## src/rtl/ctrl_sequencer.sv

```systemverilog
// ctrl_sequencer
// Multi-cycle control unit for the hamming_parity core. It fetches 9-bit
// instructions from a synchronous-read instruction memory and decodes the
// 4-bit opcode. It drives the ALU opcode/argument, gates register-file
// writeback, resolves BNZ and HALT, and offers a start/done handshake.
//
// Ports:
//   clk         single clock, rising edge
//   rst_n       synchronous active-low reset
//   start       launch program at pc 0 (honoured only in IDLE or HALT)
//   busy        registered, high in FETCH/DECODE/EXEC
//   done        registered, high while in HALT
//   imem_addr   instruction address (always equals pc)
//   imem_rdata  instruction data, valid the cycle after the address
//   alu_op      opcode to ALU; PASS outside EXEC
//   alu_arg     5-bit argument to datapath; 0 outside EXEC
//   alu_zero    ALU result == 0, used only in EXEC of BNZ
//   rf_we       register-file write enable (single EXEC cycle)
//   illegal     sticky flag, set by a reserved opcode, cleared on launch
//   instr_cnt   saturating count of retired instructions since launch
module ctrl_sequencer #(
    parameter int PC_W    = 8,
    parameter int INSTR_W = 9,
    parameter int CNT_W   = 16
) (
    input  logic               clk,
    input  logic               rst_n,
    input  logic               start,
    output logic               busy,
    output logic               done,
    output logic [PC_W-1:0]    imem_addr,
    input  logic [INSTR_W-1:0] imem_rdata,
    output logic [3:0]         alu_op,
    output logic [4:0]         alu_arg,
    input  logic               alu_zero,
    output logic               rf_we,
    output logic               illegal,
    output logic [CNT_W-1:0]   instr_cnt
);

    localparam logic [3:0] OP_PASS = 4'b1000;
    localparam logic [3:0] OP_BNZ  = 4'b1001;
    localparam logic [3:0] OP_HALT = 4'b1111;

    typedef enum logic [2:0] {
        ST_IDLE   = 3'd0,
        ST_FETCH  = 3'd1,
        ST_DECODE = 3'd2,
        ST_EXEC   = 3'd3,
        ST_HALT   = 3'd4
    } state_t;

    state_t             state_reg, state_next;
    logic [PC_W-1:0]    pc_reg, pc_next;
    logic [INSTR_W-1:0] ir_reg, ir_next;
    logic               illegal_reg, illegal_next;
    logic [CNT_W-1:0]   cnt_reg, cnt_next;
    logic               busy_reg, busy_next;
    logic               done_reg, done_next;

    logic [3:0]         ir_op;
    logic [4:0]         ir_arg;
    logic               start_ok;
    logic               op_reserved;
    logic [PC_W-1:0]    branch_off;

    assign ir_op       = ir_reg[INSTR_W-1 -: 4];
    assign ir_arg      = ir_reg[4:0];
    assign start_ok    = start && ((state_reg == ST_IDLE) || (state_reg == ST_HALT));
    // 1010..1110 are reserved; 1111 is HALT.
    assign op_reserved = (ir_op >= 4'b1010) && (ir_op != OP_HALT);
    // Sign-extend the 5-bit branch offset to pc width; addition wraps mod 2^PC_W.
    assign branch_off  = {{(PC_W-5){ir_arg[4]}}, ir_arg};

    // ---------------- state register ----------------
    always_ff @(posedge clk) begin
        if (!rst_n) begin
            state_reg   <= ST_IDLE;
            pc_reg      <= '0;
            ir_reg      <= '0;
            illegal_reg <= 1'b0;
            cnt_reg     <= '0;
            busy_reg    <= 1'b0;
            done_reg    <= 1'b0;
        end else begin
            state_reg   <= state_next;
            pc_reg      <= pc_next;
            ir_reg      <= ir_next;
            illegal_reg <= illegal_next;
            cnt_reg     <= cnt_next;
            busy_reg    <= busy_next;
            done_reg    <= done_next;
        end
    end

    // ---------------- next-state logic ----------------
    always_comb begin
        state_next   = state_reg;
        pc_next      = pc_reg;
        ir_next      = ir_reg;
        illegal_next = illegal_reg;
        cnt_next     = cnt_reg;

        case (state_reg)
            ST_IDLE:   if (start) state_next = ST_FETCH;
            ST_FETCH:  state_next = ST_DECODE;
            ST_DECODE: begin
                state_next = ST_EXEC;
                ir_next    = imem_rdata;
            end
            ST_EXEC: begin
                state_next = (ir_op == OP_HALT) ? ST_HALT : ST_FETCH;
                // HALT retires too, so the counter advances for every EXEC.
                if (cnt_reg != {CNT_W{1'b1}}) cnt_next = cnt_reg + CNT_W'(1);
                if (op_reserved) illegal_next = 1'b1;
                if (ir_op == OP_HALT) begin
                    pc_next = pc_reg;
                end else if ((ir_op == OP_BNZ) && !alu_zero) begin
                    pc_next = pc_reg + branch_off;
                end else begin
                    pc_next = pc_reg + PC_W'(1);
                end
            end
            ST_HALT:   if (start) state_next = ST_FETCH;
            default:   state_next = ST_IDLE;
        endcase

        // Launch resets the program context; only reachable from IDLE/HALT.
        if (start_ok) begin
            pc_next      = '0;
            illegal_next = 1'b0;
            cnt_next     = '0;
        end

        busy_next = (state_next == ST_FETCH) || (state_next == ST_DECODE) ||
                    (state_next == ST_EXEC);
        done_next = (state_next == ST_HALT);
    end

    // ---------------- output decode ----------------
    always_comb begin
        alu_op  = OP_PASS;
        alu_arg = 5'd0;
        rf_we   = 1'b0;
        if (state_reg == ST_EXEC) begin
            alu_arg = ir_arg;
            if (!ir_op[3]) begin
                alu_op = ir_op;
                // Reset in an EXEC cycle must suppress the in-flight write.
                rf_we  = rst_n;
            end
        end
    end

    assign imem_addr = pc_reg;
    assign busy      = busy_reg;
    assign done      = done_reg;
    assign illegal   = illegal_reg;
    assign instr_cnt = cnt_reg;

endmodule

```

## config.mk

```make
export PLATFORM = sky130hd
export DESIGN_NAME = ctrl_sequencer
export DESIGN_NICKNAME = d
export VERILOG_FILES = /design/src/rtl/ctrl_sequencer.sv
export SDC_FILE = /design/constraint.sdc
export NUM_CORES = 1
export LEC_CHECK = 0
export BUFFER_PORTS_ARGS = -buffer_cell sky130_fd_sc_hd__buf_4
export CAP_MARGIN = 10
export CORE_MARGIN = 5
export CORE_UTILIZATION = 53
export CTS_CLUSTER_DIAMETER = 150
export DETAILED_ROUTE_END_ITERATION = 10
export GPL_TIMING_DRIVEN = 0
export PLACE_DENSITY = 0.88
export RECOVER_POWER = 25
export SYNTH_ARGS = -nofsm -noshare
export SYNTH_HDL_FRONTEND = slang
export SYNTH_SLANG_ARGS = --single-unit
```

## constraint.sdc

```tcl
create_clock -name clk -period 2.8 [get_ports clk]
set_input_delay 0.28 -clock clk [delete_from_list [all_inputs] [get_ports clk]]
set_output_delay 0.28 -clock clk [all_outputs]
set_load 0.05 [all_outputs]
```

==> impl_metrics.env <==
export IMPL_grt_total_usage_pct=18.7
export IMPL_max_cap_violations=0
export IMPL_placed_area_mm2=0.00246
export IMPL_rows=22
export IMPL_syn2layout_area_growth_pct=21.9
export IMPL_ir_drop_mv=0.306
export IMPL_drt_initial_drc_count=101
export IMPL_viasPerCell=5.40
export IMPL_final_common_cell="dfxtp_1"
export IMPL_portBuffers=49
export IMPL_finalNetCount=317
export IMPL_dr_pass1_iters=4
export IMPL_grt_max_degree=12
export IMPL_async_flop_share_pct=0
export IMPL_synth_top_area_share_pct=38.3
export IMPL_avgSynthCellArea_um2=8.42
export IMPL_synthFlopType="dfxtp_1"
export IMPL_clkTransAtPathRegs_ps=80
export IMPL_worstMarginPinSlew_ps=948
export IMPL_hp_class="primary input to flop"
export IMPL_endpoint_kind="flop"
export IMPL_globalplace_congestion=0.776
export IMPL_cts_buffers=5
export IMPL_grt_pass1_wl_um=7780
export IMPL_cpPeakStageDelay_ps=500
export IMPL_power_density_mw_per_mm2=512
export IMPL_ys_types=47
export IMPL_outcome="completed"
export IMPL_syn_area_mm2=0.00204
export IMPL_largest_reg_flops=16
export IMPL_critPathLaunchType="flop"
export IMPL_yosysTopAreaCell="dfxtp_1"
export IMPL_initial_utilization_pct=55.2
export IMPL_cts_root_buffer="clkbuf_8"
export IMPL_drive_above_1_share_pct=15.7
export IMPL_slew_headroom_pct=36.2
export IMPL_ys_seq_area_share_pct=38.3
export IMPL_stdcell_area_mm2=0.00248
export IMPL_slew_viol_final=0
export IMPL_drc=0
export IMPL_crit_family="simple AND/OR/NAND/NOR gates"
export IMPL_syn_nets=261
export IMPL_cts_path_max_buffers=2
export IMPL_htree_levels=2
export IMPL_tns_ps=0
export IMPL_cp_data_required_time_ps=2990
export IMPL_fmax_mhz=382
export IMPL_worstPathMaxFanout=5
export IMPL_netlist_top_cells_area="dfxtp_1, nor2_1, mux2i_1, xnor2_1, nand2_1"
export IMPL_ioPinCount=50
export IMPL_dieArea_mm2=0.00518
export IMPL_insertion_delay_ps=290
export IMPL_core_area_mm2=0.00369
export IMPL_setup_viol_count_final=0
export IMPL_critPathKind="flop to flop"
export IMPL_fp_dieW_um=72.0
export IMPL_overflow=0
export IMPL_path_cells="or2_4 > nor3_2 > nand2_1 > inv_1 > ha_1 > a211oi_1 > o21bai_1 > or4_4 > a21oi_1 > nor3b_2"
export IMPL_wl_per_cell_um=13.0
export IMPL_synth_seq_cells=39
export IMPL_post_dp_hpwl_um=3410
export IMPL_cts_tree="yes"
export IMPL_routed_wirelength_um=4500
export IMPL_fin_worst_skew_ps=9.72
export IMPL_drtAntennaViolNets=0
export IMPL_n_antenna_cell=0
export IMPL_cts_sinks=39
export IMPL_via_count=1874
export IMPL_grt_pass1_vias=1795
export IMPL_crit_arrival_ps=2810
export IMPL_cellLeakagePower_nw=0.926
export IMPL_hold_viol=0
export IMPL_antenna_found_initial=0
export IMPL_synth_edf_count=0
export IMPL_cp_slowest_cell="or4_4"
export IMPL_layout_common_cells="dfxtp_1, nor2_1, buf_4, clkbuf_1, nand2_1"
export IMPL_period_share_pct=93.5
export IMPL_rsz0062_at_grt="false"
export IMPL_fp_dieH_um=72.0
export IMPL_ys_warn_count=0
export IMPL_finalCriticalPeriod_ps=2620
export IMPL_path_buf_inv=1
export IMPL_syn_inst=242
## cell families after synthesis
kind of cell	count (synthesis)	synth area share, %
adder cells (fa/ha/maj)	6	4.05
buffers and inverters	16	3.38
AND/OR/NAND/NOR	120	31.1
flip-flops	39	38.3
multiplexers	13	6.39
XOR/XNOR	16	6.88
AO/OA/AOI/OAI	32	9.89
## repair_timing
action | CTS | global route
gates resized for setup | 0 | 1
hold buffers | 0 | 0
endpoints found under the hold margin | 0 | 0
buffers inserted | 0 | 0
setup endpoints to repair | 0 | 2
## layout make-up
class,count,area (um^2)
multi-input combinational,187,1190
buffer,7,31.3
clock buffer,7,76.3
inverter,9,33.8
fill,323,1210
sequential,39,781
clock inverter,1,5.00
tap,48,60.1
timing repair buffer,49,304
## where the power goes
| group | leakage, nW | internal, mW | switching (mW) |
|---|---|---|---|
| Clock | 0.0422 | 0.175 | 0.192 |
| Sequential | 0.316 | 0.590 | 0.0257 |
| Combinational | 0.568 | 0.106 | 0.182 |
## layer usage
metal | up-vias | global-route usage [%] | wire length (um) | part of all wire (%)
met1 | 859 | 23.2 | 2040 | 45
met4 | 0 | 6.89 | 85 | 1.9
li1 | 961 | - | - | -
met2 | 45 | 30.4 | 2090 | 46
met3 | 9 | 5.68 | 277 | 6.2
met5 | - | 0 | 0 | 0
## path summary, 6_finish.rpt
path	slack, ps	to	cells after the start	start
worst max-delay path	180	imem_addr[7]	10	ir_reg[6]
worst min-delay path	220	ir_reg[6]	3	imem_rdata[6]
worst max register to register	180	imem_addr[7]	10	ir_reg[6]
worst min register to register	480	imem_addr[3]	2	imem_addr[3]
## worst register-to-register path: stages, from the launching register on
cell and delay, ps:
dfxtp_1 350, or2_4 290, nor3_2 190, nand2_1 160
inv_1 80, ha_1 240, a211oi_1 260, o21bai_1 160
or4_4 500, a21oi_1 210, nor3b_2 70
## through the flow
stage / std cells / power (mW) / hold WS (ps) / utilization (%) / worst slack, ps
final: 347 / 1.27 / 223 / 67.3 / 182
after global routing: 347 / 1.35 / 222 / 67.3 / 51.0
after CTS: 347 / 1.29 / 212 / 69.0 / 64.8
after detailed placement: 339 / 0.927 / 473 / 66.8 / 96.6
after global placement: 339 / 0.918 / 462 / 66.8 / 152
after floorplan: 242 / 0.850 / 427 / - / 368
## Yosys cell counts, types with 2 or more instances
cell / count
a31oi_1: 2
buf_4: 2
xnor2_1: 13
nor4_1: 2
o21a_1: 2
or4_4: 2
nand4_1: 6
xor2_1: 3
a211oi_1: 5
dfxtp_1: 39
nand2b_1: 6
mux2i_1: 13
nand2_1: 19
nor2_1: 38
and3_1: 3
o21ai_0: 3
and2_1: 11
nor3_1: 9
and4_1: 2
o31ai_1: 2
nand3_1: 7
clkbuf_1: 4
inv_1: 9
ha_1: 5
nor2b_1: 2
a21oi_1: 12
(Power assumes the default switching activity.)
